[src/rtl/window_stream.sv]
// window_stream: streaming sample windowing with a run-time programmable
// coefficient table, two-stage valid/ready pipeline and end-of-frame marker.
// Optional feature macro: WINDOW_ROUND_EN (round half-up instead of
// truncation toward minus infinity before saturation).
module window_stream #(
   parameter  int unsigned N  = 8,
   parameter  int unsigned DW = 8,
   parameter  int unsigned CW = 8,
   localparam int unsigned IW = $clog2(N)
) (
   input  logic          clk,
   input  logic          rst,
   input  logic          s_valid,
   output logic          s_ready,
   input  logic [DW-1:0] s_data,
   input  logic          restart,
   input  logic          coef_we,
   input  logic [IW-1:0] coef_addr,
   input  logic [CW-1:0] coef_data,
   output logic          m_valid,
   input  logic          m_ready,
   output logic [DW-1:0] m_data,
   output logic          m_last,
   output logic [15:0]   frame_cnt
);

   localparam int unsigned PW = DW + CW + 1;
   localparam int unsigned RW = PW + 1;
   localparam logic [CW-1:0] UNITY    = CW'(2 ** (CW - 1));
   localparam logic [IW-1:0] LAST_IDX = IW'(N - 1);
`ifdef WINDOW_ROUND_EN
   localparam int unsigned RND = 2 ** (CW - 2);
`else
   localparam int unsigned RND = 0;
`endif
   localparam logic signed [RW-1:0] SAT_HI = RW'(2 ** (DW - 1) - 1);
   localparam logic signed [RW-1:0] SAT_LO = RW'(-(2 ** (DW - 1)));

   logic [CW-1:0]          coef_q [N];
   logic [IW-1:0]          idx_q;
   logic [IW-1:0]          idx_use;
   logic                   use_last;
   logic                   en;
   logic                   accept;
   logic signed [PW-1:0]   a_ext;
   logic signed [PW-1:0]   c_ext;
   logic signed [PW-1:0]   prod;
   logic                   s1_valid;
   logic                   s1_last;
   logic signed [PW-1:0]   s1_prod;
   logic signed [RW-1:0]   sum;
   logic signed [RW-1:0]   r;
   logic [DW-1:0]          res;

   // Handshake, effective index (restart forces index 0) and S1 product.
   always_comb begin
      en       = !m_valid || m_ready;
      s_ready  = en;
      accept   = s_valid && en;
      idx_use  = restart ? '0 : idx_q;
      use_last = (idx_use == LAST_IDX);
      a_ext    = {{(CW + 1){s_data[DW-1]}}, s_data};
      c_ext    = {{(DW + 1){1'b0}}, coef_q[idx_use]};
      prod     = a_ext * c_ext;
   end

   // Coefficient table; out-of-range addresses match no entry.
   always_ff @(posedge clk or negedge rst) begin
      if (!rst) begin
         for (int unsigned i = 0; i < N; i++) coef_q[i] <= UNITY;
      end else if (coef_we) begin
         for (int unsigned i = 0; i < N; i++)
            if (coef_addr == IW'(i)) coef_q[i] <= coef_data;
      end
   end

   // Frame index and completed-frame counter.
   always_ff @(posedge clk or negedge rst) begin
      if (!rst) begin
         idx_q     <= '0;
         frame_cnt <= '0;
      end else if (accept) begin
         idx_q <= use_last ? '0 : idx_use + IW'(1);
         if (use_last) frame_cnt <= frame_cnt + 16'd1;
      end else if (restart) begin
         idx_q <= '0;
      end
   end

   // S1: product, last flag and valid.
   always_ff @(posedge clk or negedge rst) begin
      if (!rst) begin
         s1_valid <= 1'b0;
         s1_last  <= 1'b0;
         s1_prod  <= '0;
      end else if (en) begin
         s1_valid <= accept;
         s1_last  <= use_last;
         s1_prod  <= prod;
      end
   end

   // Rounding (optional), arithmetic shift and saturation.
   always_comb begin
      sum = RW'(s1_prod) + RW'(RND);
      r   = sum >>> (CW - 1);
      res = DW'(r);
      if (r > SAT_HI)      res = DW'(SAT_HI);
      else if (r < SAT_LO) res = DW'(SAT_LO);
   end

   // S2: output register.
   always_ff @(posedge clk or negedge rst) begin
      if (!rst) begin
         m_valid <= 1'b0;
         m_data  <= '0;
         m_last  <= 1'b0;
      end else if (en) begin
         m_valid <= s1_valid;
         m_data  <= res;
         m_last  <= s1_last;
      end
   end

endmodule

[config.mk]
export PLATFORM = sky130hd
export DESIGN_NAME = window_stream
export DESIGN_NICKNAME = d
export VERILOG_FILES = /design/src/rtl/window_stream.sv
export SDC_FILE = /design/constraint.sdc
export NUM_CORES = 1
export LEC_CHECK = 0
export ABC_AREA = 1
export CORE_MARGIN = 8
export CORE_UTILIZATION = 40
export DETAILED_ROUTE_END_ITERATION = 8
export GPL_ROUTABILITY_DRIVEN = 0
export PLACE_DENSITY = 0.57
export SETUP_SLACK_MARGIN = 0.15
export SYNTH_ARGS = -nofsm -noshare
export SYNTH_HDL_FRONTEND = slang
export SYNTH_SLANG_ARGS = --single-unit
[constraint.sdc]
create_clock -name clk -period 5.6 [get_ports clk]
set_clock_uncertainty 0.15 [all_clocks]
set_input_delay 1.4 -clock clk [delete_from_list [all_inputs] [get_ports clk]]
set_output_delay 1.4 -clock clk [all_outputs]
set_load 0.005 [all_outputs]
==> metrics.csv <==
metric,value,unit
run_status,"complete, no violations",
fin_crit_sh,98.70,%
cts_inserted_buffers,9,
synth.distinct_cells,36,
drc,0,
detail_route.first_pass.iterations,7,
rows,48,
cts-htree-levels,3,
drive_gt1_share,19.43,%
grt_max_degree,76,
io_buffers,51,
critPathSlowestCell,fa_1,
cap_violations,0,
rr_startpoint,idx_q[0],
worst_setup_path_end_kind,flip-flop,
multi_input_area,4085,um^2
cp.arrival,5.63,ns
hold_viol,0,
nets,1087,
antenna_found_initial,0,
grt_pass1_vias,5951,
chipWidth,147.7,um
place_inst,1178,
fillers,1642,
dp_hpwl,12610,um
syn-num-nets,978,
min_path_type,reg -> reg,
ir_drop,0.5079,mV
clk_pin_slew,0.08,ns
slew_headroom,34.77,%
grt-ovfl-total,0,
core,17120,um^2
start_util,40.56,%
fin_crit,5.527,ns
clock-sinks,105,
routed_via_density,4.890,
cts_buffer_depth,2,
grt_usage,17.01,%
cpMostUsedCell,nand2_1,
stdcell_count,1213,
netlist_instances,874,
max_stage_delay,0.58,ns
yosysWarnings,0,
critPathRequiredTime,5.70,ns
ys_seq_area_share,38.00,%
seq_area,2638,um^2
ant_nets,0,
path_buf_inv,7,
synth_area,6942,um^2
fin_util,52.50,%
drv_slew,0,
fmax,180.9,MHz
final_cell_area,8986,um^2
avgSynthCellArea,7.942,um^2
power_density,498.3,nW/um^2
p_leak,4.484,nW
place_area,8104,um^2
cp_top_family,adder cells,
die_area,21830,um^2
worst_slack,0.07276,ns
wire_per_inst,14.76,um
rsz0062_at_grt,true,
vias,5931,
pin_count,52,
dr.first_iter.drc_count,363,
startpoint_type,input pin,
crit_start,restart,
totalWireLength,17910,um
diodes,0,
grt_pass1_wl,29970,um
place_ws,-0.7501,ns
worstSetupPathType,in -> reg,
cts_tree,built,
worst_slew_pin_slew,0.9784,ns
root_buffer,clkbuf_16,
finalSetupViolCount,0,
area_growth_syn_to_layout,29.45,%
clk_latency,0.36,ns
worstPathMaxFanout,7,
dieHeight,147.7,um
min_from,s1_valid,
ys_ff_latch,105,
==> synthesized netlist by cell type, drive strengths merged <==
cell    count  share of area [%]
nand4       7               0.63
nor2       78                4.6
nand3      48                3.5
nor3        5               0.50
inv       117                6.4
clkbuf     10               0.54
o21bai      2               0.22
nand3b      2               0.22
fa         35                 10
dfstp       8                3.0
ha         44                7.9
buf        11                1.0
and2        1              0.090
xnor2       5               0.63
o21ai      99                7.5
dfrtp      97                 35
o21a        3               0.34
xor2        8                1.0
nand2     271                 15
or2         2               0.18
a21oi      21                1.5
==> power breakdown <==
| group | internal (mW) | switching (mW) |
|---|---|---|
| clock | 0.364 | 0.302 |
| sequential | 0.927 | 0.0840 |
| combinational | 1.30 | 1.50 |
==> worst reg2reg max path: stages, from the launching register on <==
cell and delay [ns]:
dfrtp_1 0.43, nand2_8 0.15, buf_16 0.18, nand2_1 0.07, nand3_1 0.09, nand3_1 0.10, o21a_4 0.16, or2_1 0.23
fa_2 0.40, fa_1 0.53, inv_1 0.05, fa_1 0.52, inv_1 0.05, fa_1 0.52, inv_1 0.06, ha_4 0.31
nand2_4 0.07, nor2_2 0.11, and2_1 0.14, nand2_2 0.06, nand2_1 0.06, nand2_1 0.05, nand3_1 0.08, nand2_1 0.06
==> stage by stage <==
step           hold slack, ns  setup TNS [ns]  total power, mW
6_report               0.3118               0            4.478
2_1_floorplan          0.2727               0            2.560
3_3_place_gp           0.3014          -6.803            3.321
4_1_cts                0.3203               0            4.328
3_5_place_dp           0.3034          -6.713            3.323
5_1_grt                0.3267         -0.5187            4.881
==> logic make-up after synthesis <==
| kind of cell | Yosys count | share of synthesized area, % |
|---|---|---|
| buf+inv | 138 | 7.931 |
| flops | 105 | 38.00 |
| compound gates | 125 | 9.535 |
| fa+ha+maj | 79 | 18.02 |
| xor+xnor | 13 | 1.640 |
| simple gates | 414 | 24.87 |
==> placed cells by master (no fill, tap or decap), types with 6 or more instances in the layout <==
master and n:
a21oi_1 10, a21oi_2 8, buf_4 51, buf_6 9, clkbuf_16 9, clkdlybuf4s50_1 49
dfrtp_1 97, dfstp_2 8, fa_1 32, ha_1 39, inv_1 99, inv_2 14
nand2_1 244, nand2_2 19, nand2_4 6, nand3_1 43, nand4_1 7, nor2_1 61
nor2_2 12, o21ai_0 82, o21ai_1 9, o21ai_2 6, xor2_1 8
==> worst paths after layout <==
kind                                to  slack [ns]  cells after the start
max                        s1_prod[16]        0.07                     28
min                            m_valid        0.31                      2
max reg2reg                s1_prod[16]        0.85                     23
min reg2reg                    m_valid        0.31                      2
max in group asynchronous   coef_q[31]        3.24                      2
min in group asynchronous   coef_q[41]        1.04                      1
==> cell type report <==
class	count	area share [%]
clock buffer	11	2.701
clock inverter	5	0.7240
inverter	117	5.194
multi-input combinational	631	45.46
sequential	105	29.35
tap	225	3.133
timing repair buffer	119	13.44
==> state kept, by name, indices dropped and copies added (netlist names) <==
| signal | cells |
|---|---|
| s1_prod | 10 |
| s1_valid | 1 |
| coef_q | 64 |
| m_last | 1 |
| s1_last | 1 |
| frame_cnt | 16 |
| m_data | 8 |
| m_valid | 1 |
| idx_q | 3 |
==> per-layer routing <==
metal	vias up	wire length, um	GRT usage (%)
li1	2965	-	-
met5	-	0	0
met2	64	9005	29.54
met4	0	238	4.946
met3	18	435	2.690
met1	2884	8229	21.41
==> repair_timing <==
| action | 4_1_cts | 5_1_grt |
|---|---|---|
| setup buffers | 10 | 4 |
| cloned | 5 | 0 |
| hold endpoints to repair | 0 | 0 |
| pin swaps | 37 | 29 |
| endpoints found under the setup margin | 10 | 10 |
| resized for setup | 65 | 44 |
| hold buffers | 0 | 0 |
No activity file was read; power rests on OpenSTA's default activity.
